### config.mk
export PLATFORM = sky130hd
export DESIGN_NAME = rca_seq_ctrl
export DESIGN_NICKNAME = d
export VERILOG_FILES = /design/src/rtl/rca_seq_ctrl.sv
export SDC_FILE = /design/constraint.sdc
export NUM_CORES = 1
export LEC_CHECK = 0
export CORE_ASPECT_RATIO = 1.4
export CORE_MARGIN = 2
export CORE_UTILIZATION = 47
export CTS_CLUSTER_SIZE = 12
export DETAILED_ROUTE_END_ITERATION = 7
export PLACE_DENSITY = 0.9
export SETUP_SLACK_MARGIN = 0.02
export SLEW_MARGIN = 10
export SYNTH_ARGS = -nofsm -noshare
export SYNTH_HDL_FRONTEND = slang
export SYNTH_SLANG_ARGS = --single-unit
### constraint.sdc
create_clock -name clk -period 2.3 [get_ports clk]
set_input_delay 0.69 -clock clk [delete_from_list [all_inputs] [get_ports clk]]
set_output_delay 0.69 -clock clk [all_outputs]
set_load 0.005 [all_outputs]
### src/rtl/rca_seq_ctrl.sv
// rca_seq_ctrl: sequencer feeding operands to an external 3-bit ripple-carry adder
//   clk/rst                      clock, synchronous active-high reset
//   in_valid/in_ready/in_data    operand words, A then B
//   in_cin                       carry-in, taken with B only
//   chain_en                     in IDLE: reuse previous sum as A, word is B
//   add_a/add_b/add_cin          registered adder operands
//   add_sum/add_cout             adder result (combinational from add_*)
//   res_valid/res_ready/res_data result word {ovf, sum}
//   op_count                     completed result handshakes, wraps
//   Define RCA_SEQ_SAT_EN to saturate to 4'b1111 on carry-out.
module rca_seq_ctrl (
  input  logic       clk,
  input  logic       rst,
  input  logic       in_valid,
  output logic       in_ready,
  input  logic [2:0] in_data,
  input  logic       in_cin,
  input  logic       chain_en,
  output logic [2:0] add_a,
  output logic [2:0] add_b,
  output logic       add_cin,
  input  logic [2:0] add_sum,
  input  logic       add_cout,
  output logic       res_valid,
  input  logic       res_ready,
  output logic [3:0] res_data,
  output logic [7:0] op_count
);
  typedef enum logic [1:0] {IDLE, GOT_A, ADD, OUT} state_t;
  state_t     state, nxt;
  logic [2:0] prev_sum;
  logic [3:0] res_nxt;
  logic       take_a, take_b, done;
  always_ff @(posedge clk) state <= rst ? IDLE : nxt;
  always_comb
    nxt = state == IDLE  ? (in_valid ? (chain_en ? ADD : GOT_A) : IDLE) :
          state == GOT_A ? (in_valid ? ADD : GOT_A) :
          state == ADD   ? OUT :
                           (res_ready ? IDLE : OUT);
  always_comb begin
    in_ready  = state == IDLE || state == GOT_A;
    res_valid = state == OUT;
    take_a    = in_valid && state == IDLE && !chain_en;
    take_b    = in_valid && (state == GOT_A || (state == IDLE && chain_en));
    done      = res_valid && res_ready;
  end
`ifdef RCA_SEQ_SAT_EN
  always_comb res_nxt = add_cout ? 4'b1111 : {1'b0, add_sum};
`else
  always_comb res_nxt = {add_cout, add_sum};
`endif
  always_ff @(posedge clk)
    if (rst) begin
      add_a    <= '0;
      add_b    <= '0;
      add_cin  <= 1'b0;
      res_data <= '0;
      prev_sum <= '0;
      op_count <= '0;
    end else begin
      if (take_a) add_a <= in_data;
      if (take_b) begin
        add_b   <= in_data;
        add_cin <= in_cin;
        if (state == IDLE) add_a <= prev_sum;
      end
      if (state == ADD) res_data <= res_nxt;
      if (done) begin
        op_count <= op_count + 8'd1;
        prev_sum <= res_data[2:0];
      end
    end
endmodule

# Word-level counts from Yosys, hierarchy flattened
# Cells that the tools add are included.
# totals
register_bits,24
output_inout_bits,21
word_cells,30
# op_classes
n_addsub,1
eq_ne,3
mux,10
n_reduce_logical,9
# op_table
operator,n
$mux W2,7
$mux W3,3
$add A8 B1 Y8 const B,1
$logic_and A1 B1 Y1,5
$eq A2 B2 Y1 const B,2
$eq A2 B1 Y1 const B,1
$logic_not A2 Y1,1
$logic_or A1 B1 Y1,2
$logic_not A1 Y1,1

# Logic depth before layout (Yosys ltp)
# Gate-level depths: netlist of the first run.
# logic_depth
ltp_word,6
mapped_depth,5
ltp_nobuf,4

# Worst setup path after synthesis of the first run
# No wires, ideal clock.
# synth_path
path_kind,in2reg
startpoint,in res_ready
endpoint,reg op_count[7]
setup_time_ns,0.070
arrival_time_ns,1.500
setup_slack_ns,0.729
path_stages,4
cell_sequence,nand3_4 -> buf_6 -> or4_1 -> a21oi_1
# synth_via
elab_chain_cells,1
# synth_lines
item,line,rtl
from (decl),25,"input logic res_ready,"
$logic_and A1 B1 Y1,45,done = res_valid && res_ready;
to (signal assigned),69,op_count <= op_count + 8'd1;
to (decl),27,output logic [7:0] op_count
# No other way between the ends.
# A chain may end at the register's enable or synchronous reset.

# Final worst setup path of the first run
# layout_path
startpoint,reg state[0]
endpoint,out res_valid
# layout_via
elab_chain_cells,1
# layout_lines
item,line,rtl
from (decl),30,"state_t state, nxt;"
from (signal assigned),34,always_ff @(posedge clk) state <= rst ? IDLE : nxt;
$eq A2 B2 Y1,42,res_valid = state == OUT;
to (decl),24,"output logic res_valid,"
# No other way between the ends.

==> flow_summary.json, run 1 <==
{
  "antenna_found_initial": 0,
  "grt_max_degree": 25,
  "hpwlAfterDp_mm": 1.61,
  "syn_area_per_cell_um2": 9.34,
  "cpPeakStageDelay_ns": 0.49,
  "cts_buffers": 3,
  "crit_chain": "and2_1, clkdlybuf4s50_1",
  "setup_slack_ns": 0.186,
  "clock_path_buffers": 2,
  "crit_arrival_ns": 1.42,
  "vias": 931,
  "cp_top_family": "buffers and inverters",
  "final_hold_viol_count": 0,
  "p_int_mw": 0.610,
  "crit_start": "state[0]",
  "drt_pass1_iterations": 4,
  "p_leak_nw": 0.526,
  "clockRootBuffer": "clkbuf_4",
  "yosys_most_used_dff": "dfxtp_1",
  "synth-seq-cells": 24,
  "cellPowerDensity_mw_per_mm2": 576,
  "synth_cell_type_count": 28,
  "wl_per_cell_um": 13.1,
  "path_clk_slew_ns": 0.13,
  "pwr-share-clk_pct": 28.0,
  "rsz0062_at_grt": "false",
  "fill_cells": 163,
  "post-cts-setup-buffer-count": 0,
  "gp_congestion": 0.739,
  "worstHoldPathCells": 2,
  "synthArstFlopShare_pct": 0,
  "cts_tree": "yes",
  "place_ws_ns": 0.130,
  "setup_tns_ns": 0,
  "grt.total_usage_pct": 18.0,
  "routed_wl_mm": 2.17,
  "cp_num_cells": 2,
  "power_frac_comb_pct": 16.0,
  "coreArea_mm2": 0.00213,
  "multiInputGateArea_um2": 504,
  "slowest_stage": "clkdlybuf4s50_1",
  "yosys_warnings": 0,
  "skew_ns": 0.00202,
  "power.switching_mw": 0.200,
  "viasPerCell": 5.61,
  "syn_to_final_growth_pct": 35.7,
  "ctsResizeCount": 0,
  "r2r-start": "op_count[2]",
  "seqCellArea_um2": 483,
  "synth_top_cells_by_count": "dfxtp_1 (24), nor2_1 (14), mux2i_1 (11)",
  "postSynthCellCount": 111,
  "final-setup-viol-count": 0,
  "drive_above_1_share_pct": 7.64,
  "reg2reg_slack_ns": 0.92,
  "crit_path_max_fanout": 10,
  "htreeDepth": 1,
  "fin_cells": 166,
  "worst_r2r_path_depth": 3,
  "layout.nets": 159,
  "worstReg2RegEnd": "op_count[7]",
  "cts.sinks": 24,
  "std_cell_rows": 20,
  "cp_num_buf_inv": 1,
  "num_io_pins": 34,
  "slew_headroom_pct": 69.2,
  "max_freq_ghz": 0.473,
  "grt_pass1_vias": 880,
  "fp.dieH_um": 59.6,
  "final_area_mm2": 0.00141,
  "start_util_pct": 48.8,
  "ir_drop_mv": 0.274,
  "drt-initial-drc-count": 23,
  "synth_edf_count": 0,
  "placed_cell_area_mm2": 0.00137,
  "hold_path.class": "reg -> reg",
  "crit_type": "reg -> out",
  "drc": 0,
  "synthTopCellsByArea": "dfxtp_1 (46%), mux2i_1 (11%), nor2_1 (5.1%)",
  "seq_power_share_pct": 56.0,
  "syn-cell-area_mm2": 0.00104,
  "die_area_mm2": 0.00260,
  "placed_cells": 162,
  "synthDominantCellAreaShare_pct": 46.3,
  "grt_overflow": 0,
  "status": "finished clean",
  "required_ns": 1.61,
  "period_needed_ns": 2.11,
  "n_antenna_cell": 0,
  "tightest_slew_ns": 0.461,
  "switching_share_pct": 24.7,
  "synth.most_common_cell": "dfxtp_1",
  "clk_latency_ns": 0.33,
  "end_kind": "output port",
  "critical_path.endpoint": "res_valid",
  "drv_slew": 0,
  "period_share_pct": 91.9,
  "crit_path_start_kind": "flip-flop",
  "fp.dieW_um": 43.7,
  "cts-hold-fix-buffers": 0,
  "yosysTopAreaCell": "dfxtp_1",
  "cap_violations": 0,
  "grt_first_pass_wirelength_mm": 3.55,
  "port_buffers": 33,
  "synth_nets": 125,
  "seq_area_frac_synth_pct": 46.3,
  "ant_nets": 0
}
==> sequential cells by signal, indices dropped and copies added, names as in the netlist <==
register / flops
add_b: 3
op_count: 8
state: 2
add_a: 3
add_cin: 1
res_data: 4
prev_sum: 3
==> worst min-delay path, cell delays in order, from the launching register on <==
cell and delay, ns:
dfxtp_1 0.33, o21ai_0 0.06, a21oi_1 0.06
==> routing by layer <==
| metal | up-vias | part of all wire [%] | track usage [%] |
|---|---|---|---|
| met3 | 7 | 3.6 | 3.96 |
| met4 | 0 | 3.8 | 12.1 |
| met2 | 23 | 50 | 28.4 |
| li1 | 454 | - | - |
| met5 | - | 0 | 0 |
| met1 | 447 | 42 | 21.6 |
==> how the worst min path moves through the flow <==
stage / from / endpoint
5_1_grt: add_b[0] / add_b[0]
3_5_place_dp: add_cin / add_cin
6_report: add_cin / add_cin
2_1_floorplan: prev_sum[0] / prev_sum[0]
3_3_place_gp: add_cin / add_cin
4_1_cts: add_cin / add_cin
==> kinds of logic (layout without fill, tap and decap cells) <==
logic type,count (synthesis),count (layout),share of synthesized area [%]
xor+xnor,2,2,1.69
flops,24,24,46.3
mux,11,11,10.6
compound gates,25,25,14.1
fa+ha+maj,1,1,1.21
simple gates,40,40,21.0
buf+inv,8,41,5.07
==> cells in the final DEF (no fill, tap or decap) <==
master,n
nand4_1,3
o21ai_0,7
or3_1,3
xor2_1,1
inv_1,1
nand2_1,3
ha_1,1
and2_1,1
a21o_1,1
or4_1,2
nand3_4,1
nor2_1,14
clkdlybuf4s50_1,33
o31ai_1,2
buf_4,3
dfxtp_1,22
nor3b_1,1
nor2b_1,2
clkbuf_8,1
nand2b_1,3
a22oi_1,1
and2b_1,1
xnor2_1,1
a21oi_1,10
dfxtp_2,2
or2_2,1
mux2i_1,11
a211oi_1,3
o22a_1,1
nand3_1,5
clkbuf_4,3
==> layout make-up <==
class                      instances  share of cell area, %
timing repair buffer              36                   25.1
sequential                        24                   34.3
multi-input combinational         79                   35.8
clock buffer                       4                   2.58
inverter                           1                  0.267
tap                               22                   1.96
==> power groups by stage <==
stage | sequential (mW) | combinational (mW) | clock, mW
after detailed placement | 0.463 | 0.130 | 0
after floorplan | 0.454 | 0.0746 | 0
final | 0.454 | 0.129 | 0.227
after CTS | 0.454 | 0.131 | 0.232
after global placement | 0.462 | 0.128 | 0
after global routing | 0.458 | 0.143 | 0.241
==> through the flow <==
stage	power (mW)	util [%]	hold WS, ns
after global routing	0.842	66.2	0.514
final	0.810	66.2	0.483
after floorplan	0.529	-	0.463
after CTS	0.816	66.1	0.484
after global placement	0.589	64.4	0.463
after detailed placement	0.592	64.4	0.466
Power figures use the tool's default switching activity.
==> inputs of run 2 (changes only) <==
Settings changed: CTS_BUF_LIST set to sky130_fd_sc_hd__clkbuf_8, GPL_ROUTABILITY_DRIVEN set to 0.
==> run 2 against run 1 <==
Cell count did not move. Global-route usage up 0.75 points. Combinational power barely moved. Design area grew 1.2%. Critical path depth unchanged. Critical path type unchanged.
==> flow_summary.json, run 2 (same netlist as run 1, synthesis figures left out) <==
{
  "clk_latency_ns": 0.26,
  "crit_start": "state[0]",
  "vias": 914,
  "start_util_pct": 48.8,
  "drt-initial-drc-count": 19,
  "worst_r2r_path_depth": 3,
  "grt.total_usage_pct": 18.8,
  "setup_tns_ns": 0,
  "reg2reg_slack_ns": 0.84,
  "met1_length_um": 924,
  "dr_wl_met2_mm": 1.10,
  "drt_pass1_iterations": 4,
  "drc": 0,
  "met3WireLength_um": 105,
  "wl_per_cell_um": 13.4,
  "period_needed_ns": 2.16,
  "num_io_pins": 34,
  "tightest_slew_ns": 0.455,
  "fp.dieW_um": 43.7,
  "post-route-util_pct": 66.9,
  "cellPowerDensity_mw_per_mm2": 610,
  "layout.nets": 159,
  "hold_path.class": "reg -> reg",
  "reg_top3": "op_count (8), res_data (4)",
  "worstReg2RegEnd": "op_count[5]",
  "grt_pass1_vias": 871,
  "coreArea_mm2": 0.00213,
  "skew_ns": 0.00286,
  "slew_headroom_pct": 69.6,
  "die_area_mm2": 0.00260,
  "crit_arrival_ns": 1.47,
  "routed_wl_mm": 2.22,
  "period_share_pct": 94.0,
  "layout_commonest_cell": "clkdlybuf4s50_1",
  "end_kind": "output port",
  "final_hold_viol_count": 0,
  "drv_slew": 0,
  "crit_path_start_kind": "flip-flop",
  "cts-hold-fix-buffers": 0,
  "top_layer": "met4",
  "htreeDepth": 1,
  "antenna_found_initial": 0,
  "hpwlAfterDp_mm": 1.61,
  "cts_tree": "yes",
  "post-cts-setup-buffer-count": 0,
  "n_antenna_cell": 0,
  "cts.sinks": 24,
  "required_ns": 1.61,
  "std_cell_rows": 20,
  "syn_to_final_growth_pct": 37.3,
  "mostFrequentLayoutCells": "clkdlybuf4s50_1 (33), dfxtp_1 (24), nor2_1 (14), mux2i_1 (11), a21oi_1 (10)",
  "grt_max_degree": 25,
  "max_freq_ghz": 0.462,
  "r2r-start": "state[0]",
  "status": "finished clean",
  "clockRootBuffer": "clkbuf_8",
  "clock_path_buffers": 2,
  "ant_nets": 0,
  "grt_first_pass_wirelength_mm": 3.62,
  "ctsResizeCount": 0,
  "final-setup-viol-count": 0,
  "viasPerCell": 5.51,
  "cts_buffers": 3,
  "ir_drop_mv": 0.410,
  "port_buffers": 33,
  "rsz0062_at_grt": "false",
  "path_clk_slew_ns": 0.08,
  "p_leak_nw": 0.533,
  "crit_path_max_fanout": 10,
  "largest_register": "op_count",
  "crit_type": "reg -> out",
  "largest_reg_flops": 8,
  "grt_overflow": 0,
  "cap_violations": 0,
  "critical_path.endpoint": "res_valid",
  "drive_above_1_share_pct": 6.25,
  "fp.dieH_um": 59.6
}
[run 2: cell type report]
| type | count | area, um^2 |
|---|---|---|
| Sequential cell | 24 | 480 |
| Clock buffer | 4 | 55.1 |
| Timing Repair Buffer | 36 | 353 |
| Multi-Input combinational cell | 79 | 504 |
| Tap cell | 22 | 27.5 |
| Inverter | 1 | 3.75 |
| Fill cell | 163 | 703 |
[run 2: worst min path at each step]
stage	start	endpoint	slack, ns	depth (start not counted)
2_1_floorplan	prev_sum[0]	prev_sum[0]	0.46	2
3_3_place_gp	add_cin	add_cin	0.46	2
3_5_place_dp	add_cin	add_cin	0.47	2
4_1_cts	add_cin	add_cin	0.48	2
5_1_grt	add_b[0]	add_b[0]	0.51	2
6_report	add_cin	add_cin	0.48	2
[run 2: worst max-delay path, stage by stage (launching register included)]
cell and delay (ns):
dfxtp_1 0.54, and2_1 0.18, clkdlybuf4s50_1 0.49
[run 2: per-stage QoR]
step	instances	setup WS, ns	instance area (um^2)	total power [mW]	hold slack (ns)
global route	166	0.0613	1420	0.908	0.509
floorplan	111	0.729	1040	0.529	0.463
finish	166	0.137	1420	0.868	0.477
global placement	162	0.170	1370	0.589	0.463
CTS	166	0.131	1420	0.871	0.478
detailed placement	162	0.130	1370	0.592	0.466
[run 2: where the power goes]
group / switching (mW) / internal, mW / total, mW
registers: 0.0188 / 0.434 / 0.453
logic: 0.0519 / 0.0779 / 0.130
clock network: 0.132 / 0.153 / 0.285
total: 0.203 / 0.665 / 0.868
[run 2: routing by layer]
metal  GRT usage (%)  vias up
met1            22.9      421
li1                -      456
met3            4.88        9
met2            28.8       28
met4            12.1        0
met5               0        -
==> inputs of run 3 (changes only) <==
Settings changed: HOLD_SLACK_MARGIN set to 0.12.
==> results of run 3 <==
No change in the layout: final DEF, timing and power equal those of run 2.
